==> src/rtl/uo_arbiter.sv <==
// Round-robin arbiter sharing one output port among NREQ requesters.
// Each grant captures the winner's word and holds it on out_data for HOLD cycles.
module uo_arbiter #(
  parameter int NREQ = 4,
  parameter int W    = 8,
  parameter int HOLD = 4,
  localparam int IW  = (NREQ > 1) ? $clog2(NREQ) : 1
) (
  input  logic              clk,
  input  logic              rst,
  input  logic [NREQ-1:0]   req_valid,
  input  logic [NREQ*W-1:0] req_data,
  output logic [NREQ-1:0]   req_ready,
  output logic [W-1:0]      out_data,
  output logic              out_valid,
  output logic [IW-1:0]     grant_id,
  output logic              busy
);

  typedef enum logic {ST_IDLE, ST_HOLD} state_t;

  state_t        state;
  state_t        state_next;
  logic [IW-1:0] last_grant;
  logic [7:0]    hold_cnt;
  logic          win_found;
  logic [IW-1:0] win_idx;
  logic [IW-1:0] scan_idx;
  logic [W-1:0]  req_word [NREQ];

  for (genvar g = 0; g < NREQ; g++) begin : g_word
    assign req_word[g] = req_data[g*W +: W];
  end

  // Scan upward from the requester after the last winner, wrapping at NREQ.
  always_comb begin
    win_found = 1'b0;
    win_idx   = '0;
    scan_idx  = '0;
    for (int k = 1; k <= NREQ; k++) begin
      scan_idx = IW'((int'(last_grant) + k) % NREQ);
      if (!win_found && req_valid[scan_idx]) begin
        win_found = 1'b1;
        win_idx   = scan_idx;
      end
    end
  end

  always_comb begin
    state_next = state;
    req_ready  = '0;
    out_valid  = 1'b0;
    busy       = 1'b0;
    case (state)
      ST_IDLE: begin
        if (win_found) begin
          req_ready[win_idx] = 1'b1;
          state_next         = ST_HOLD;
        end
      end
      ST_HOLD: begin
        out_valid = 1'b1;
        busy      = 1'b1;
        if (hold_cnt == 8'd0) begin
          state_next = ST_IDLE;
        end
      end
      default: state_next = ST_IDLE;
    endcase
  end

  // last_grant resets to the top index so requester 0 has first priority.
  always_ff @(posedge clk or posedge rst) begin
    if (rst) begin
      state      <= ST_IDLE;
      out_data   <= '0;
      grant_id   <= '0;
      last_grant <= IW'(NREQ - 1);
      hold_cnt   <= '0;
    end else begin
      state <= state_next;
      if (state == ST_IDLE && win_found) begin
        out_data   <= req_word[win_idx];
        grant_id   <= win_idx;
        last_grant <= win_idx;
        hold_cnt   <= 8'(HOLD - 1);
      end else if (state == ST_HOLD && hold_cnt != 8'd0) begin
        hold_cnt <= hold_cnt - 8'd1;
      end
    end
  end

endmodule

==> config.mk <==
export PLATFORM = sky130hd
export DESIGN_NAME = uo_arbiter
export DESIGN_NICKNAME = d
export VERILOG_FILES = /design/src/rtl/uo_arbiter.sv
export SDC_FILE = /design/constraint.sdc
export NUM_CORES = 1
export LEC_CHECK = 0
export ABC_AREA = 0
export ABC_CLOCK_PERIOD_IN_PS = 2400
export BUFFER_PORTS_ARGS = -buffer_cell sky130_fd_sc_hd__buf_2
export CAP_MARGIN = 20
export CORE_UTILIZATION = 47
export DETAILED_ROUTE_END_ITERATION = 12
export PLACE_DENSITY = 0.8
export SLEW_MARGIN = 20
export SYNTH_ARGS = -nofsm -noshare
export SYNTH_HDL_FRONTEND = slang
export SYNTH_SLANG_ARGS = --single-unit
==> constraint.sdc <==
create_clock -name clk -period 2.4 [get_ports clk]
set_input_delay 0.36 -clock clk [delete_from_list [all_inputs] [get_ports clk]]
set_output_delay 0.36 -clock clk [all_outputs]
set_load 0.01 [all_outputs]
==> Word-level counts from Yosys, hierarchy flattened <==
Cells that the tools add are included.
{ "word_totals": {"regBits": 21, "inputBits": 38, "elab_cells": 60} }
{ "op_classes": {"addsub": 5, "magnitude_cmp": 7, "n_mux": 29, "bitwise_logic": 2, "n_reduce_logical": 12} }
{ "ops": {"columns": ["op", "n"], "rows": [
  ["$mux 8", 4],
  ["$bmux 8 s2", 1],
  ["$lt 2x3->1 const B", 5],
  ["$mux 1", 12],
  ["$bmux 1 s2", 4],
  ["$logic_not 8->1", 1],
  ["$mux 2", 4],
  ["$mux 4", 2],
  ["$reduce_bool 8->1", 1],
  ["$sub 8x1->8 const B", 1],
  ["$logic_and 1x1->1", 6],
  ["$add 2x1->2 const B", 2],
  ["$add 2x2->2 const B", 2],
  ["$ge 3x3->1 const B", 1],
  ["$logic_not 1->1", 3],
  ["$not 2->3", 1],
  ["$demux 1 s2", 1],
  ["$ge 2x1->1 const B", 1],
  ["$pmux 1 s2", 1],
  ["$reduce_bool 2->1", 1],
  ["$not 1->1", 1]
]} }

==> Depth between registers and ports, before layout <==
Gate-level depths: netlist of run 1.
{ "depth": {"ltp_word": 19, "ltp_mapped": 7, "depth_no_buf": 6} }

==> Worst setup path after synthesis of run 1 <==
OpenSTA, ideal clock, no wires.
{ "synth_timing": {"path_type": "register -> output", "start": "reg last_grant[1]", "end": "out req_ready[2]", "arrival_time_ps": 1542, "required_ps": 2040, "slack_ps": 498, "path_stages_with_launch": 8, "n_path_buf": 3, "cell_sequence": "dfstp_2 -> buf_2 -> nand3b_1 -> a31oi_1 -> buf_4 -> buf_6 -> nand2_1 -> nor2_1"} }
{ "synth_via": {"elab_chain_cells": 19, "word_cells_on_any_way": 33, "classes_between": "add/sub: 4; order compare: 2; mux: 20; reduce/logical: 7"} }
{ "synth_lines": {"columns": ["item", "line_no", "source"], "rows": [
  ["start, declared", "24", "logic [IW-1:0] last_grant;"],
  ["start signal, assigned", "78", "last_grant <= IW'(NREQ - 1);"],
  ["start signal, assigned", "85", "last_grant <= win_idx;"],
  ["$add 2x1->2", "41", "scan_idx = IW'((int'(last_grant) + k) % NREQ);"],
  ["$bmux 1 s2", "42", "if (!win_found && req_valid[scan_idx]) begin"],
  ["$mux 1 (implied by the code)", "42", null],
  ["$mux 1", "42", null],
  ["$logic_not 1->1", "42", null],
  ["$logic_and 1x1->1", "42", null],
  ["$mux 1", "42", null],
  ["$logic_not 1->1", "42", null],
  ["[3 not listed]", null, null],
  ["$logic_and 1x1->1", "42", null],
  ["$mux 2", "42", null],
  ["$lt 2x3->1 (implied by the code) or $ge 2x1->1 (tied branches)", "57", "req_ready[win_idx] = 1'b1;"],
  ["$logic_and 1x1->1 (implied by the code)", "57", null],
  ["$mux 1 (implied by the code)", "57", null],
  ["$demux 1 s2", "57", null],
  ["$mux 4 *", "56", "if (win_found) begin"],
  ["$mux 4 *", "54", "case (state)"],
  ["end, declared", "13", "output logic [NREQ-1:0] req_ready,"]
]} }
Every way passes the cells marked *; elsewhere a longest branch is shown, timed or not. The select of a mux whose other input is x is not followed.

==> Worst setup path after layout of run 1 <==
{ "layout_timing": {"start": "reg last_grant[1]", "end": "out req_ready[0]"} }
The elaborated chain is that of the path after synthesis.

==> results_dict.tcl, run 1 <==
set metrics [dict create \
    tns_ns 0 \
    drtIter0Drc 12 \
    min_period_ns 2.184 \
    ctsRootBufferMaster "clkbuf_4" \
    clk_pin_slew_ns 0.12 \
    syn_nets 168 \
    gp_congestion 0.7962 \
    initial_core_util 0.5113 \
    arrival_ns 1.82 \
    fp.dieArea_um2 2983 \
    cts_inserted_buffers 3 \
    antenna_cells 0 \
    avgSynthCellArea_um2 10.17 \
    io_buffers 53 \
    final_common_cell "buf_2" \
    cts_sinks 21 \
    timing.fmax_ghz 0.4580 \
    setup_viol 0 \
    worstMarginPinSlew_ns 0.7665 \
    fp.dieW_um 54.62 \
    ys.flop_type "dfrtp_1" \
    p_int_mw 1.026 \
    final_cell_mix "53 x buf_2, 22 x nand2_1, 20 x mux2i_1" \
    grt_antenna_before_repair 0 \
    clk_latency_ns 0.31 \
    critPathLaunchType "flop" \
    cts_tree "yes" \
    rr_worst_depth 4 \
    crit_fanout 18 \
    rows 18 \
    num_vias 1168 \
    area_growth_pct 23.46 \
    seqPwrFrac 0.394 \
    wire_per_inst_um 14.53 \
    r2r_slack_ns 0.47 \
    status "finished, final reports clean" \
    num_io_pins 54 \
    regToRegEndpoint "out_data[5]$_DFFE_PP0P_" \
    drc 0 \
    synthCells 128 \
    synth.distinct_cells 34 \
    peakVddDrop_mv 0.7137 \
    cap_violations 0 \
    slew_viol_final 0 \
    fin_nets 221 \
    p_sw_frac 0.4235 \
    cts_max_level 1 \
    die_h_um 54.62 \
    grtUsageTotal 0.2211 \
    synth_edf_count 0 \
    p_sw_uw 753.5 \
    drive_gt1_frac 0.3833 \
    p_total_mw 1.779 \
    netlist_area_um2 1301 \
    r2r-start "last_grant[1]$_DFFE_PP1P_" \
    dr.pass1.iters 4 \
    routed_via_density 5.562 \
    p_leak_nw 0.8287 \
    power.density_nw_per_um2 1107 \
    ant_nets 0 \
    rsz0062_at_grt "no" \
    synth_seq_cells 21 \
    cts_max_path_buffers 2 \
    yosysWarnings 0 \
    comb_power_share 0.510 \
    min_period_over_period 0.9098 \
    hp-class "in -> async" \
    grt_remaining_overflow 0 \
    core-area_um2 2545 \
    num-fill-cells 212 \
    hpwlAfterDp_um 2407 \
    cp.required_ns 2.04 \
    relSlewSlack 0.4885 \
    grt_pass1_wl_um 4471 \
    p_clk_frac 0.096 \
    path_class "reg -> out" \
    grt_pass1_vias 991 \
    worst_setup_path_end_kind "output port" \
    synth_seq_area_share 0.4058 \
    grt_max_degree 22 \
    routed_wirelength_um 3051 \
    synthArstFlopShare 1.000 \
    postCtsSetupRepairBufs 0 \
    finalClockSkew_ns 0.002967 \
    postCtsResizedCells 0 \
    ctsHoldBuffers 0 \
    hold_violations 0 \
]
## power groups by stage
stage               clock, mW  sequential (mW)  combinational (mW)
finish                  0.171            0.701               0.907
global route            0.192            0.724                1.01
CTS                     0.173            0.697               0.919
detailed placement          0            0.702               0.915
global placement            0            0.690               0.863
floorplan                   0            0.699               0.659
## synthesized netlist by cell type (3+ instances only)
library cell	instances	area share
nand2b_1	4	0.019
o221ai_1	4	0.027
buf_4	3	0.017
a21o_1	3	0.017
dfrtp_1	19	0.37
nand2_1	22	0.063
inv_1	4	0.012
o221ai_2	4	0.046
nor2_1	9	0.026
mux2i_1	20	0.15
xnor2_1	3	0.020
a21oi_1	3	0.012
## stage by stage
stage / instances / hold WS, ns / util / setup slack, ns / instance area [um2]
after floorplan: 128 / 0.3350 / - / 0.4984 / 1301
after global placement: 206 / 0.4648 / 0.6205 / 0.5759 / 1579
after detailed placement: 206 / 0.4670 / 0.6205 / 0.4693 / 1579
after CTS: 210 / 0.1956 / 0.6313 / 0.2012 / 1607
after global routing: 210 / 0.2333 / 0.6313 / 0.08655 / 1607
final: 210 / 0.1686 / 0.6313 / 0.2165 / 1607
## routing by layer
layer	global-route usage	vias to the layer above	share of wire	routed length (um)
met4	0.08974	0	0.017	51
met3	0.05000	7	0.042	128
met5	0	-	0	0
met2	0.3956	36	0.55	1684
li1	-	568	-	-
met1	0.2491	557	0.39	1187
## area by class of cell
class / instances / area, um2 / area share
clock buffer: 3 / 22.52 / 0.01402
clock inverter: 1 / 5.005 / 0.003115
inverter: 4 / 15.01 / 0.009346
multi-input combinational: 96 / 718.2 / 0.4470
sequential: 21 / 528.0 / 0.3287
tap: 30 / 37.54 / 0.02336
timing repair buffer: 55 / 280.3 / 0.1745
## kinds of logic (layout without fill, tap and decap cells)
kind of cell	Yosys count	in the layout	share of synthesized area
AOI/OAI and AO/OA	25	25	0.1817
and+or+nand+nor	46	46	0.1721
buffers and inverters	11	63	0.04711
adders and majority gates	2	2	0.01923
xor gates and xnor gates	3	3	0.02020
muxes	20	20	0.1538
DFF	21	21	0.4058
## critical path: stages, from the launching register on
cell and delay [ns]:
dfstp_2 0.63, nand3b_1 0.11, a31oi_2 0.22, buf_4 0.32, nor3_1 0.08, buf_2 0.15
## worst max-delay path by stage
stage | slack [ns] | cells past startpoint | startpoint | end
after global placement | 0.58 | 4 | last_grant[1]$_DFFE_PP1P_ | out_data[0]$_DFFE_PP0P_
after CTS | 0.20 | 5 | last_grant[1]$_DFFE_PP1P_ | req_ready[0]
after floorplan | 0.50 | 7 | last_grant[1]$_DFFE_PP1P_ | req_ready[2]
after global routing | 0.09 | 5 | last_grant[1]$_DFFE_PP1P_ | req_ready[0]
after detailed placement | 0.47 | 5 | req_valid[3] | out_data[5]$_DFFE_PP0P_
final | 0.22 | 5 | last_grant[1]$_DFFE_PP1P_ | req_ready[0]
## sequential cells by signal (all words and copies together) (netlist names)
signal	cells
hold_cnt	8
out_data	8
grant_id	2
last_grant	2
state	1
No activity file was read; power rests on OpenSTA's default activity.
==> inputs of run 2 (changes only) <==
--- a/config.mk
+++ b/config.mk
@@ -16,3 +16,4 @@
 export SYNTH_ARGS = -nofsm -noshare
 export SYNTH_HDL_FRONTEND = slang
 export SYNTH_SLANG_ARGS = --single-unit
+export TNS_END_PERCENT = 5
==> constraint.sdc (replaced) <==
create_clock -name clk -period 2.4 [get_ports clk]
set_input_delay 0.48 -clock clk [delete_from_list [all_inputs] [get_ports clk]]
set_output_delay 0.48 -clock clk [all_outputs]
set_load 0.01 [all_outputs]
==> results_dict.tcl, run 2 (synthesis gave the netlist of run 1 again) <==
set metrics [dict create \
    status "finished, final reports clean" \
    p_sw_uw 740.0 \
    io_buffers 53 \
    fin_ws_ns 0.1493 \
    p_int_mw 1.045 \
    wire_per_inst_um 13.60 \
    comb_power_share 0.514 \
    cap_violations 0 \
    routed_via_density 5.464 \
    die_h_um 54.62 \
    ctsHoldBuffers 0 \
    grt_pass1_wl_um 4091 \
    final_common_cell "buf_2" \
    hp-class "in -> async" \
    p_leak_nw 0.8412 \
    p_clk_frac 0.098 \
    hold_violations 0 \
    setup_viol 0 \
    grt_pass1_vias 963 \
    timing.fmax_ghz 0.4443 \
    slew_viol_final 0 \
    ctsRootBufferMaster "clkbuf_4" \
    clk_latency_ns 0.31 \
    hpwlAfterDp_um 2202 \
    num_vias 1153 \
    power.density_nw_per_um2 1099 \
    postLayoutCoreUtil 0.6382 \
    stdcell_area_um2 1624 \
    grt_max_degree 22 \
    relSlewSlack 0.4944 \
    worst_setup_path_end_kind "output port" \
    antenna_cells 0 \
    drtIter0Drc 5 \
    reg_top3 "hold_cnt (8), out_data (8)" \
    cp.required_ns 1.92 \
    fp.dieArea_um2 2983 \
    tns_ns 0 \
    cts_max_path_buffers 2 \
    worstMarginPinSlew_ns 0.7576 \
    dr.pass1.iters 4 \
    fin_nets 222 \
    routed_wirelength_um 2870 \
    gp_congestion 0.8060 \
    clk_pin_slew_ns 0.12 \
    peakVddDrop_mv 0.6931 \
    path_class "reg -> out" \
    cts_tree "yes" \
    arrival_ns 1.77 \
    drive_gt1_frac 0.3812 \
    p_total_mw 1.785 \
    cts_inserted_buffers 3 \
    ant_nets 0 \
    drc 0 \
    grtUsageTotal 0.1917 \
    cts_max_level 1 \
    grt_antenna_before_repair 0 \
    final_cell_mix "53 x buf_2, 22 x nand2_1, 20 x mux2i_1" \
    seqPwrFrac 0.388 \
    rows 18 \
    num_io_pins 54 \
    cts_sinks 21 \
    grt_remaining_overflow 0 \
    min_period_over_period 0.9378 \
    crit_fanout 18 \
    dpl_worst_slack_ns 0.4176 \
    area_growth_pct 24.81 \
    initial_core_util 0.5113 \
    min_period_ns 2.251 \
    finalClockSkew_ns 0.002609 \
    core-area_um2 2545 \
    p_sw_frac 0.4146 \
    placed_area_um2 1579 \
    fp.dieW_um 54.62 \
    rsz0062_at_grt "no" \
    critPathLaunchType "flop" \
]
[run 2: changes by cell type in the layout (fill, tap and decap cells not counted), sizes merged]
cell          delta
clkbuf           +1
clkinv           -1
dlymetal6s2s     +1
[run 2: critical path, stage by stage, from the launching register on]
cell      delay (ns)
dfstp_2         0.60
nand3b_1        0.10
a31oi_2         0.20
buf_4           0.32
nor3_1          0.09
buf_2           0.15
[run 2: metal layers]
metal,vias up,wire [um],track usage
li1,563,-,-
met3,5,98,0.03333
met2,28,1474,0.3333
met4,0,36,0.06410
met1,557,1261,0.2358
met5,-,0,0
[run 2: final cells by class]
type	instances	area [um2]
flip-flops and latches	21	528.0
inverters	4	15.01
well taps	30	37.54
repair buffers	56	292.8
fillers	211	920.9
multi-input cells	96	724.4
clock buffers	4	26.28
[run 2: path summary, 6_finish.rpt]
path,slack (ns),end,cells after the start,start
setup / recovery,0.15,req_ready[0],5,last_grant[1]$_DFFE_PP1P_
hold / removal,0.28,hold_cnt[1]$_DFFE_PP0P_,2,rst
setup reg to reg,0.46,out_data[6]$_DFFE_PP0P_,4,last_grant[1]$_DFFE_PP1P_
hold reg to reg,0.49,grant_id[1]$_DFFE_PP0P_,2,grant_id[1]$_DFFE_PP0P_
max in group asynchronous,1.65,out_data[0]$_DFFE_PP0P_,2,rst
min in group clk,0.48,out_data[3]$_DFFE_PP0P_,3,req_data[3]
[run 2: power by group through the flow]
stage | Clock, mW | Sequential [mW] | Combinational, mW
floorplan | 0 | 0.699 | 0.659
global placement | 0 | 0.684 | 0.867
detailed placement | 0 | 0.701 | 0.895
CTS | 0.177 | 0.695 | 0.897
global route | 0.194 | 0.715 | 1.01
finish | 0.174 | 0.693 | 0.918
[run 2: what timing repair did]
| item | CTS | global route |
|---|---|---|
| resized for setup | 0 | 1 |
| setup endpoints to repair | 0 | 1 |
| buffers inserted | 0 | 1 |
[run 2: metrics by stage]
stage / instances / hold WS [ns]
floorplan: 128 / 0.4550
global placement: 206 / 0.4597
detailed placement: 206 / 0.4635
CTS: 210 / 0.3170
global route: 211 / 0.3719
finish: 211 / 0.2825
